`src/rtl/cpu_types_pkg.sv`:
```
// Shared CPU/memory types: RAM handshake state, word type, and arbiter FSM encoding.
// Pure declarations; no timing or flow-control behaviour lives here.
package cpu_types_pkg;

  typedef logic [31:0] word_t;

  typedef enum logic [1:0] {
    FREE,
    BUSY,
    ACCESS,
    ERROR
  } ramstate_t;

  typedef enum logic [1:0] {
    IDLE,
    DGNT,
    IGNT0,
    IGNT1
  } arb_state_t;

  localparam int IMAX_DEFAULT = 8;

endpackage

```
`src/rtl/rr_pick2.sv`:
```
// Two-way round-robin picker: a lone request wins, a tie goes to the side opposite 'last'.
// Purely combinational, zero latency, no backpressure of its own.
module rr_pick2 (
  input  logic [1:0] req,
  input  logic       last,
  output logic       idx,
  output logic       vld
);

  always_comb begin
    vld = |req;
    case (req)
      2'b10:   idx = 1'b1;
      2'b11:   idx = ~last;
      default: idx = 1'b0;
    endcase
  end

endmodule

```
`src/rtl/ram_arbiter.sv`:
```
// Single RAM port shared by the coherence data channel and two instruction ports; data first, starving fetches override.
// Request in cycle N drives RAM in N+1; waits stay high until ACCESS, with one IDLE bubble between grants.
module ram_arbiter
  import cpu_types_pkg::*;
#(
  parameter int CPUS   = 2,
  parameter int WORD_W = 32,
  parameter int IMAX   = IMAX_DEFAULT
) (
  input  logic                       CLK,
  input  logic                       RST,
  input  logic                       dREN,
  input  logic                       dWEN,
  input  logic [WORD_W-1:0]          daddr,
  input  logic [WORD_W-1:0]          dstore,
  input  logic                       dlock,
  output logic [WORD_W-1:0]          dload,
  output logic                       dwait,
  input  logic [CPUS-1:0]            iREN,
  input  logic [CPUS-1:0][WORD_W-1:0] iaddr,
  output logic [WORD_W-1:0]          iload,
  output logic [CPUS-1:0]            iwait,
  output logic                       ramREN,
  output logic                       ramWEN,
  output logic [WORD_W-1:0]          ramaddr,
  output logic [WORD_W-1:0]          ramstore,
  input  logic [WORD_W-1:0]          ramload,
  input  ramstate_t                  ramstate,
  output logic                       ram_err
);

  localparam int SW = $clog2(IMAX + 1);
  localparam logic [SW-1:0] IMAX_C = SW'(IMAX);

  arb_state_t      state_q, state_d;
  logic            last_i_q, last_i_d;
  logic [SW-1:0]   starve_q, starve_d;
  logic            ram_err_q, ram_err_d;

  logic            pick_idx;
  logic            pick_vld;
  logic            d_req;
  logic            acc;
  arb_state_t      igrant;

  rr_pick2 u_pick (
    .req  (iREN[1:0]),
    .last (last_i_q),
    .idx  (pick_idx),
    .vld  (pick_vld)
  );

  always_comb begin
    d_req     = dREN | dWEN;
    acc       = (ramstate == ACCESS);
    igrant    = pick_idx ? IGNT1 : IGNT0;

    state_d   = state_q;
    last_i_d  = last_i_q;
    starve_d  = starve_q;
    ram_err_d = ram_err_q;

    ramREN    = 1'b0;
    ramWEN    = 1'b0;
    ramaddr   = '0;
    ramstore  = '0;
    dload     = '0;
    dwait     = 1'b1;
    iload     = '0;
    iwait     = '1;

    case (state_q)
      IDLE: begin
        if (dlock) begin
          if (d_req) state_d = DGNT;
        end else if ((starve_q >= IMAX_C) && pick_vld) begin
          state_d = igrant;
        end else if (d_req) begin
          state_d = DGNT;
        end else if (pick_vld) begin
          state_d = igrant;
        end
      end

      // A dropped request deasserts the enables and releases no wait.
      DGNT: begin
        ramWEN   = dWEN;
        ramREN   = dREN & ~dWEN;
        ramaddr  = daddr;
        ramstore = dstore;
        dload    = ramload;
        dwait    = ~(d_req & acc);
        if (!d_req || acc) state_d = IDLE;
      end

      IGNT0: begin
        ramREN   = iREN[0];
        ramaddr  = iaddr[0];
        iload    = ramload;
        iwait[0] = ~(iREN[0] & acc);
        if (!iREN[0]) begin
          state_d = IDLE;
        end else if (acc) begin
          state_d  = IDLE;
          last_i_d = 1'b0;
        end
      end

      IGNT1: begin
        ramREN   = iREN[1];
        ramaddr  = iaddr[1];
        iload    = ramload;
        iwait[1] = ~(iREN[1] & acc);
        if (!iREN[1]) begin
          state_d = IDLE;
        end else if (acc) begin
          state_d  = IDLE;
          last_i_d = 1'b1;
        end
      end

      default: state_d = IDLE;
    endcase

    if ((state_q != IDLE) && (ramstate == ERROR)) ram_err_d = 1'b1;

    // Starvation age counts every waiting cycle outside an instruction grant.
    if ((state_q == IDLE) && ((state_d == IGNT0) || (state_d == IGNT1))) begin
      starve_d = '0;
    end else if ((|iREN) && (state_q != IGNT0) && (state_q != IGNT1) &&
                 (starve_q != IMAX_C)) begin
      starve_d = starve_q + SW'(1);
    end
  end

  always_ff @(posedge CLK) begin
    if (RST) begin
      state_q   <= IDLE;
      last_i_q  <= 1'b1;
      starve_q  <= '0;
      ram_err_q <= 1'b0;
    end else begin
      state_q   <= state_d;
      last_i_q  <= last_i_d;
      starve_q  <= starve_d;
      ram_err_q <= ram_err_d;
    end
  end

  assign ram_err = ram_err_q;

endmodule

```
`config.mk`:
```
export PLATFORM = sky130hd
export DESIGN_NAME = ram_arbiter
export DESIGN_NICKNAME = d
export VERILOG_FILES = /design/src/rtl/cpu_types_pkg.sv /design/src/rtl/rr_pick2.sv /design/src/rtl/ram_arbiter.sv
export SDC_FILE = /design/constraint.sdc
export NUM_CORES = 1
export LEC_CHECK = 0
export CAP_MARGIN = 20
export CORE_AREA = 8 8 112 114
export DETAILED_ROUTE_END_ITERATION = 12
export DIE_AREA = 0 0 120 122
export PLACE_DENSITY = 0.7
export REMOVE_ABC_BUFFERS = 1
export SETUP_SLACK_MARGIN = 0.02
export SLEW_MARGIN = 20
export SYNTH_ARGS = -nofsm -noshare
export SYNTH_HDL_FRONTEND = slang
export SYNTH_SLANG_ARGS = --single-unit
```
`constraint.sdc`:
```
create_clock -name CLK -period 1.75 [get_ports CLK]
set_input_delay 0.2625 -clock CLK [delete_from_list [all_inputs] [get_ports CLK]]
set_output_delay 0.2625 -clock CLK [all_outputs]
set_load 0.005 [all_outputs]
```
# After elaboration in Yosys (flattened, before gate mapping)

Index checks and enable logic that the tools add are counted.

$add $sub $neg: 1
Order comparisons: 1
Eq/ne operators: 16
Muxes and demuxes: 26
Bitwise gates (word level): 10
Reduce and logical (&&, ||, !) cells: 16

Operators with widths:

| operator                                                         | count |
|---|---|
| 32-bit two-way mux                                               | 3 |
| 32-bit one-hot mux with 3 select lines                           | 1 |
| 2-bit two-way mux                                                | 9 |
| 2-bit == test (second input constant)                            | 8 |
| 2-bit != test (second input constant)                            | 6 |
| 1-bit two-way mux                                                | 9 |
| 2-bit one-hot mux with 4 select lines                            | 1 |
| 1-bit logical AND                                                | 6 |
| 2-bit OR reduction                                               | 3 |
| 1-bit inverter                                                   | 5 |
| 5-bit AND reduction                                              | 1 |
| 4-bit by 1-bit adder with 4-bit output (second input constant)   | 1 |
| 1-bit AND                                                        | 4 |
| 4-bit >= comparator (second input constant)                      | 1 |
| 4-bit != test (second input constant)                            | 1 |
| 1-bit one-hot mux with 2 select lines                            | 2 |
| 2-bit nonzero test                                               | 2 |
| 1-bit one-hot mux with 3 select lines                            | 1 |
| 2-bit by 1-bit == test with 1-bit output (second input constant) | 1 |
| 2-bit logical NOT                                                | 1 |
| 1-bit logical OR                                                 | 2 |
| 1-bit logical NOT                                                | 1 |
| 1-bit OR                                                         | 1 |

Flip-flop bits (word level): 8
Input bits: 169
Output and inout bits: 134
Logic and storage cells: 74

# Depth between registers and ports, before layout

Gate-level depths: netlist of the first run.

Depth in word-level cells: 12
Mapped depth: 6
Depth with buffers taken out: 5

# By module

From an unflattened synthesis of the first run, not the netlist that was laid out.

Cell total of the unflattened synthesis: 250
Area, all modules: 1918.1 um^2

Modules (own cells, without submodules):

| module      | instances | cells each | area an instance (um^2) | seq. area each (um^2) |
|---|---|---|---|---|
| ram_arbiter | 1         | 248        | 1904.3                  | 160.2 |
| rr_pick2    | 1         | 2          | 13.8                    | 0.0 |

# Worst setup path before layout of the first run

No wires, ideal clock.

Kind: register to output
From: reg state_q[1]
To: out ramaddr[15]
Arrival: 1160 ps
Required time: 1487 ps
Setup slack: 328 ps
Stages on the path, launching flop included: 5
Path buffers: 2
Cells stage by stage: dfxtp_1 buf_4 buf_6 mux2_2 a22o_1

Word-level cells in the longest chain between the ends: 2
Elaborated cells between the ends (all ways): 4
Those cells by class: eq/ne (3); mux (1)

Ends and longest elaborated chain:

| item                                                                             | line               | text |
|---|---|---|
| start, declared                                                                  | ram_arbiter.sv:35  | `arb_state_t state_q, state_d;` |
| start signal, assigned                                                           | ram_arbiter.sv:143 | `state_q <= state_d;` |
| 2-bit == test / 2-bit by 1-bit == test with 1-bit output (equally long branches) | ram_arbiter.sv:72  | `case (state_q)` |
| 32-bit one-hot mux with 3 select lines (*)                                       | ram_arbiter.sv:72  |  |
| end, declared                                                                    | ram_arbiter.sv:25  | `output logic [WORD_W-1:0] ramaddr,` |

Every way passes the cells marked *; elsewhere a longest branch is shown, timed or not.

# Worst setup path in the final report of the first run

From: reg state_q[1]
To: out ramaddr[10]

Same word-level chain as after synthesis.

==> summary.md, run 1 <==
| Metric | Value |
|---|---|
| Outcome | `finished with violations` |
| Failing checks | `setup timing` |
| Sequential fraction of design power | `9.4%` |
| Clk network pwr share | `10.2%` |
| DRT antenna net count | `0` |
| Io pins | `303` |
| Initial core utilization | `17.7%` |
| Commonest non-fill, non-tap cell in the layout | `clkdlybuf4s50_1` |
| Final worst slack | `-0.0961 ns` |
| Cts hold-fix bufs | `0` |
| IO Port Bufs | `302` |
| Commonest non-fill, non-tap cells in the layout | `clkdlybuf4s50_1, buf_6, and2_1, and2_4, buf_2` |
| Clock Sinks | `8` |
| # diodes | `0` |
| Detailed Place HPWL | `11800 µm` |
| DRC | `0` |
| Clk pin slew, worst setup/hold paths | `0.04 ns` |
| Critical path peak fanout | `6` |
| Pint | `1.52 mW` |
| Vert. Die Dim | `122 µm` |
| EDFF count, synth | `0` |
| Net Sw Frac | `31.3%` |
| Arr. time, crit path | `1.58 ns` |
| Final hold vios | `0` |
| Fraction of registers with async set/reset | `0%` |
| Grt ovf | `0` |
| TritonCTS clock tree | `built` |
| CP peak stage delay | `0.36 ns` |
| Share of cells above drive strength 1 | `43.6%` |
| Vias | `3246` |
| Slowest-stage cell, CP | `dfxtp_4` |
| Largest net degree at the start of global routing | `34` |
| Crit path max-delay family | `buffers and inverters` |
| First-pass GRT wire length | `21200 µm` |
| Critical-path cell list | `buf_6 > buf_6 > buf_16 > mux2_4 > a22o_1 > buf_2` |
| Longest Clk Path Bufs | `2` |
| Final net count | `762` |
| Row count | `38` |
| Sequential-to-total area share from yosys stat | `8.45%` |
| Worst VDD drop | `0.376 mV` |
| Post-synth cell types | `39` |
| Final Util | `54.4%` |
| P&R area growth vs syn | `207%` |
| Yosys warning count | `0` |
| Slew Limit Fails | `0` |
| Max-slew headroom | `83.5%` |
| Post-synthesis cell count | `251` |
| Initial drt markers | `202` |
| Routed len/inst | `21.6 µm` |
| CP bufs+invs | `4` |
| CP dominant cell by count | `buf_6` |
| Worst Path Required | `1.49 ns` |
| Clk_lat worst skew | `0.23 ns` |
| Worst Path Class, Setup | `flip-flop to output pin` |
| Die area | `14600 µm²` |
| Endpoints failing setup | `16` |
| Pwr/cell area | `381 nW/µm²` |
| Fmax | `542 MHz` |
| Minimum clock period | `1.85 ns` |
| Net Switching | `0.693 mW` |
| TritonCTS Buffers | `3` |
| Max-cap violations | `0` |
| Post-Route Setup TNS | `-1.10 ns` |
| Gpl congestion | `0.862` |
| Post-synth top flop | `dfxtp_1` |
| Via density per instance | `4.45` |
| Comb power frac | `80.4%` |
| Post-Route WL | `15800 µm` |
| Clock Root Buffer | `clkbuf_8` |
| Overall Power | `2.22 mW` |
| FF+latch count, synth | `8` |
| Vias in the first global route | `3181` |
| Least-Margin Pin Slew | `0.246 ns` |
| CP startpoint kind | `flip-flop` |
| Synthesized area per cell | `7.55 µm²` |
| Die Wd | `120 µm` |
| Critical path endpoint category | `output pin` |
| Worst hold path type | `flip-flop to flip-flop` |
| All-Layer GR Usage | `18.6%` |
| Tcrit/Tclk final | `105%` |
| Initial antenna violation count | `0` |
| CTS H-Tree Depth | `1` |
| Static Leak | `2.93 nW` |
| Layout Skew | `0.000845 ns` |
| Core ar. | `10700 µm²` |
| RSZ-0062 raised after global routing | `yes` |
| DR pass1 iterations | `4` |
| Netlist Area Pre-Place | `1900 µm²` |
## layer usage
layer	global-route usage (%)	vias to the layer above	routed length [µm]
li1	-	1562	-
met1	22.0	1525	6070
met2	35.3	145	8500
met3	3.47	14	1050
met4	1.87	0	155
met5	0	-	0
## per-stage QoR
stage	hold slack, ns	instances	instance area [µm²]	worst slack (ns)
2_1_floorplan	0.332	227	1780	-1.53
3_3_place_gp	0.440	690	5180	-0.186
3_5_place_dp	0.444	690	5180	-0.205
4_1_cts	0.456	721	5470	-0.197
5_1_grt	0.486	729	5820	-0.128
6_report	0.450	729	5820	-0.0961
## kinds of logic after synthesis
group | after synthesis | synth area share, %
compound gates | 54 | 22.6
fa+ha+maj | 2 | 1.32
buf+inv | 30 | 7.26
flops | 8 | 8.45
mux | 34 | 20.1
simple gates | 123 | 40.3
## final cells by class
class | instances | area [µm²]
Fill cell | 975 | 4870
Timing Repair Buffer | 359 | 3590
Multi-Input combinational cell | 213 | 1830
Tap cell | 140 | 175
Sequential cell | 8 | 165
Clock buffer | 3 | 41.3
Inverter | 6 | 22.5
## timing repair
action                     in CTS  in global routing
cloned                         10                  1
gates resized for setup       448                158
setup buffers                  20                 12
pin swaps                      27                 25
setup endpoints to repair     133                101
## Yosys cell counts (2+ instances only)
library cell	number	share of area, %
buf_1	2	0.40
a21oi_1	6	1.6
nor3_1	2	0.53
nor2b_1	3	0.99
buf_2	8	2.1
o21ai_0	5	1.3
nand3b_1	2	0.79
ha_1	2	1.3
buf_4	2	0.79
inv_1	6	1.2
nand2_1	3	0.59
mux2_2	33	20
nand3_1	6	1.6
clkbuf_1	11	2.2
dfxtp_1	8	8.4
and2_1	97	32
a22o_1	32	15
or2_2	2	0.66
## final timing paths
kind | start | endpoint | slack (ns) | cells past startpoint
max | state_q[1] | ramaddr[10] | -0.1 | 6
min | ram_err | ram_err | 0.45 | 2
max reg2reg | state_q[1] | starve_q[2] | 0.07 | 6
min reg2reg | ram_err | ram_err | 0.45 | 2
## power by group through the flow
stage	clock, mW	combinational (mW)	sequential [mW]
2_1_floorplan	0	0.366	0.243
3_3_place_gp	0	1.43	0.212
3_5_place_dp	0	1.45	0.212
4_1_cts	0.229	1.62	0.209
5_1_grt	0.238	1.88	0.212
6_report	0.226	1.78	0.209
## worst register-to-register path: stages (launching register included)
cell and delay (ns):
dfxtp_4 0.36, buf_8 0.13, buf_4 0.13, clkbuf_16 0.17, o21bai_2 0.21, or4_4 0.48, a21oi_2 0.13
## sequential cells by signal (all words and copies together) (netlist names)
name	flops
ram_err	1
last_i_q	1
state_q	2
starve_q	4
No activity file was read; power rests on OpenSTA's default activity.
==> run 2, diff against run 1 <==
- CAP_MARGIN: 20 -> 10
- REMOVE_ABC_BUFFERS: 1 -> not set
==> run 2 against run 1 <==
The run still ends with setup timing left. Via count grew 1.5%. Clock skew increased by 0.0016 ns. Maximum frequency shrank 3.7%. Clock power is 2% lower. Sequential share of layout area is 0.056 points higher. Register-to-register slack improved by 0.02 ns. Power decreased by 9.7%. Largest cell class unchanged. Largest power group unchanged.
==> summary.md, run 2 (synthesis results as in run 1) <==
| Metric | Value |
|---|---|
| Outcome | `finished with violations` |
| Failing checks | `setup timing` |
| Vias | `3294 (+1.5%)` |
| Detailed Place HPWL | `11800 µm (+0.17%)` |
| P&R area growth vs syn | `199%` |
| Commonest non-fill, non-tap cells in the layout | `clkdlybuf4s50_1, and2_1, dlymetal6s2s_1, clkbuf_2, buf_4` |
| Worst Path Class, Setup | `flip-flop to output pin` |
| FF/Latch Area | `164 µm² (-0.76%)` |
| Initial antenna violation count | `0 (unchanged)` |
| Worst Path Required | `1.49 ns (about the same)` |
| Share of cells above drive strength 1 | `36.0% (-7.7 points)` |
| Via density per instance | `4.46 (+0.24%)` |
| Endpoints failing setup | `69 (+53)` |
| Max-slew headroom | `81.2% (-2.4 points)` |
| Routed len/inst | `20.6 µm (-4.9%)` |
| M2 GR Usage | `34.2% (-1.0 points)` |
| Max-cap violations | `0 (unchanged)` |
| Gpl congestion | `0.819 (-5.0%)` |
| Largest net degree at the start of global routing | `37 (+8.8%)` |
| Vias in the first global route | `3115 (-2.1%)` |
| DR pass1 iterations | `4 (unchanged)` |
| # diodes | `0 (unchanged)` |
| Tcrit/Tclk final | `110% (+4.0 points)` |
| Slew Limit Fails | `0 (unchanged)` |
| Grt ovf | `0 (unchanged)` |
| Final net count | `771 (+1.2%)` |
| Final Util | `53.0% (-1.5 points)` |
| Largest register FFs | `4 (unchanged)` |
| Pwr/cell area | `353 nW/µm² (-7.2%)` |
| All-Layer GR Usage | `16.8% (-1.8 points)` |
| Final hold vios | `0 (unchanged)` |
| Critical path peak fanout | `10 (+4)` |
| Hold Path Origin | `ramstate[1]` |
| Static Leak | `3.23 nW (+10%)` |
| Critical path endpoint category | `output pin` |
| Final worst slack | `-0.167 ns (-0.0708 ns)` |
| Commonest non-fill, non-tap cell in the layout | `clkdlybuf4s50_1` |
| Synthesized net count | `422` |
| Clk pin slew, worst setup/hold paths | `0.04 ns (about the same)` |
| Clk_lat worst skew | `0.23 ns (about the same)` |
| Post-Route WL | `15200 µm (-3.8%)` |
| Longest Clk Path Bufs | `2 (unchanged)` |
| Clock Sinks | `8 (unchanged)` |
| Die area | `14600 µm² (unchanged)` |
| CP startpoint kind | `flip-flop` |
| Overall Power | `2.00 mW (-9.7%)` |
| RSZ-0062 raised after global routing | `yes` |
| Largest Register | `starve_q` |
| Cts hold-fix bufs | `0 (unchanged)` |
| Initial core utilization | `17.7% (unchanged)` |
| TritonCTS clock tree | `built` |
| Biggest regs | `starve_q: 4 flops, state_q: 2 flops` |
| Core ar. | `10700 µm² (unchanged)` |
| Arr. time, crit path | `1.65 ns (+0.07 ns)` |
| GR peak layer | `met2` |
| IO Port Bufs | `302 (unchanged)` |
| CTS H-Tree Depth | `1 (unchanged)` |
| Met3 Use GR | `3.89% (+0.42 points)` |
| TritonCTS Buffers | `3 (unchanged)` |
| RR Startpoint | `state_q[1]` |
| Io pins | `303 (unchanged)` |
| Vert. Die Dim | `122 µm (unchanged)` |
| Worst VDD drop | `0.471 mV (+25%)` |
| DRT antenna net count | `0 (unchanged)` |
| DRC | `0 (unchanged)` |
| Fillers | `1003 (+2.9%)` |
| Layout Skew | `0.00242 ns (+0.00158 ns)` |
| Clock Root Buffer | `clkbuf_8` |
| Die Wd | `120 µm (unchanged)` |
| Row count | `38 (unchanged)` |
| First-pass GRT wire length | `19600 µm (-7.8%)` |
| Initial drt markers | `126 (-38%)` |
| Minimum clock period | `1.92 ns (+0.0708 ns)` |
| Setup crit start | `state_q[1]` |
| Fmax | `522 MHz (-3.7%)` |
| Worst hold path type | `input port to flip-flop` |
| Multi-input gate area | `1670 µm² (-8.8%)` |
| Least-Margin Pin Slew | `0.281 ns (+0.0344 ns)` |
| Met1 track demand over resource | `17.7% (-4.3 points)` |
==> run 2: area by class of cell <==
type,instances,area share [%]
timing repair buffer,368,63.4
inverter,6,0.397
multi-input combinational,213,29.5
sequential,8,2.89
tap,140,3.09
clock buffer,3,0.728
==> run 2: repair_timing <==
item | CTS | global route
endpoints found under the setup margin | 133 | 111
hold endpoints to repair | 0 | 0
buffers inserted | 4 | 30
resized for setup | 195 | 193
cloned | 0 | 11
pin swaps | 0 | 14
==> run 2: metal layers <==
metal  part of all wire (%)  wire length, µm
met2                     56             8500
met4                    1.1              167
met3                    6.4              968
met1                     37             5550
met5                      0                0
==> run 2: final timing paths <==
check	to	slack (ns)	depth (start not counted)
setup / recovery	ramaddr[7]	-0.17	7
hold / removal	ram_err	0.40	3
setup reg to reg	starve_q[2]	0.09	6
hold reg to reg	ram_err	0.46	2
==> run 2: critical path, cell delays in order (launching register included) <==
cell	delay, ns
dfxtp_4	0.36
buf_6	0.12
buf_12	0.12
buf_4	0.11
buf_4	0.09
mux2_2	0.33
a22o_1	0.17
buf_2	0.12
==> run 2: per-stage QoR <==
step / setup TNS, ns / instances / cell area [µm²] / hold slack (ns) / setup slack [ns]
floorplan: 0 / 251 / 1900 / 0.332 / 0.328
global placement: -8.19 / 690 / 5190 / 0.445 / -0.207
detailed placement: -8.37 / 690 / 5190 / 0.447 / -0.192
CTS: -13.47 / 697 / 5180 / 0.453 / -0.326
global route: -9.48 / 738 / 5670 / 0.416 / -0.222
finish: -5.94 / 738 / 5670 / 0.398 / -0.167
==> run 2: power breakdown <==
group / leakage (nW) / switching [mW] / internal, mW
combinational: 3.14 / 0.547 / 1.02
sequential: 0.0662 / 0.0118 / 0.195
clock: 0.0216 / 0.0729 / 0.149
total: 3.23 / 0.632 / 1.37
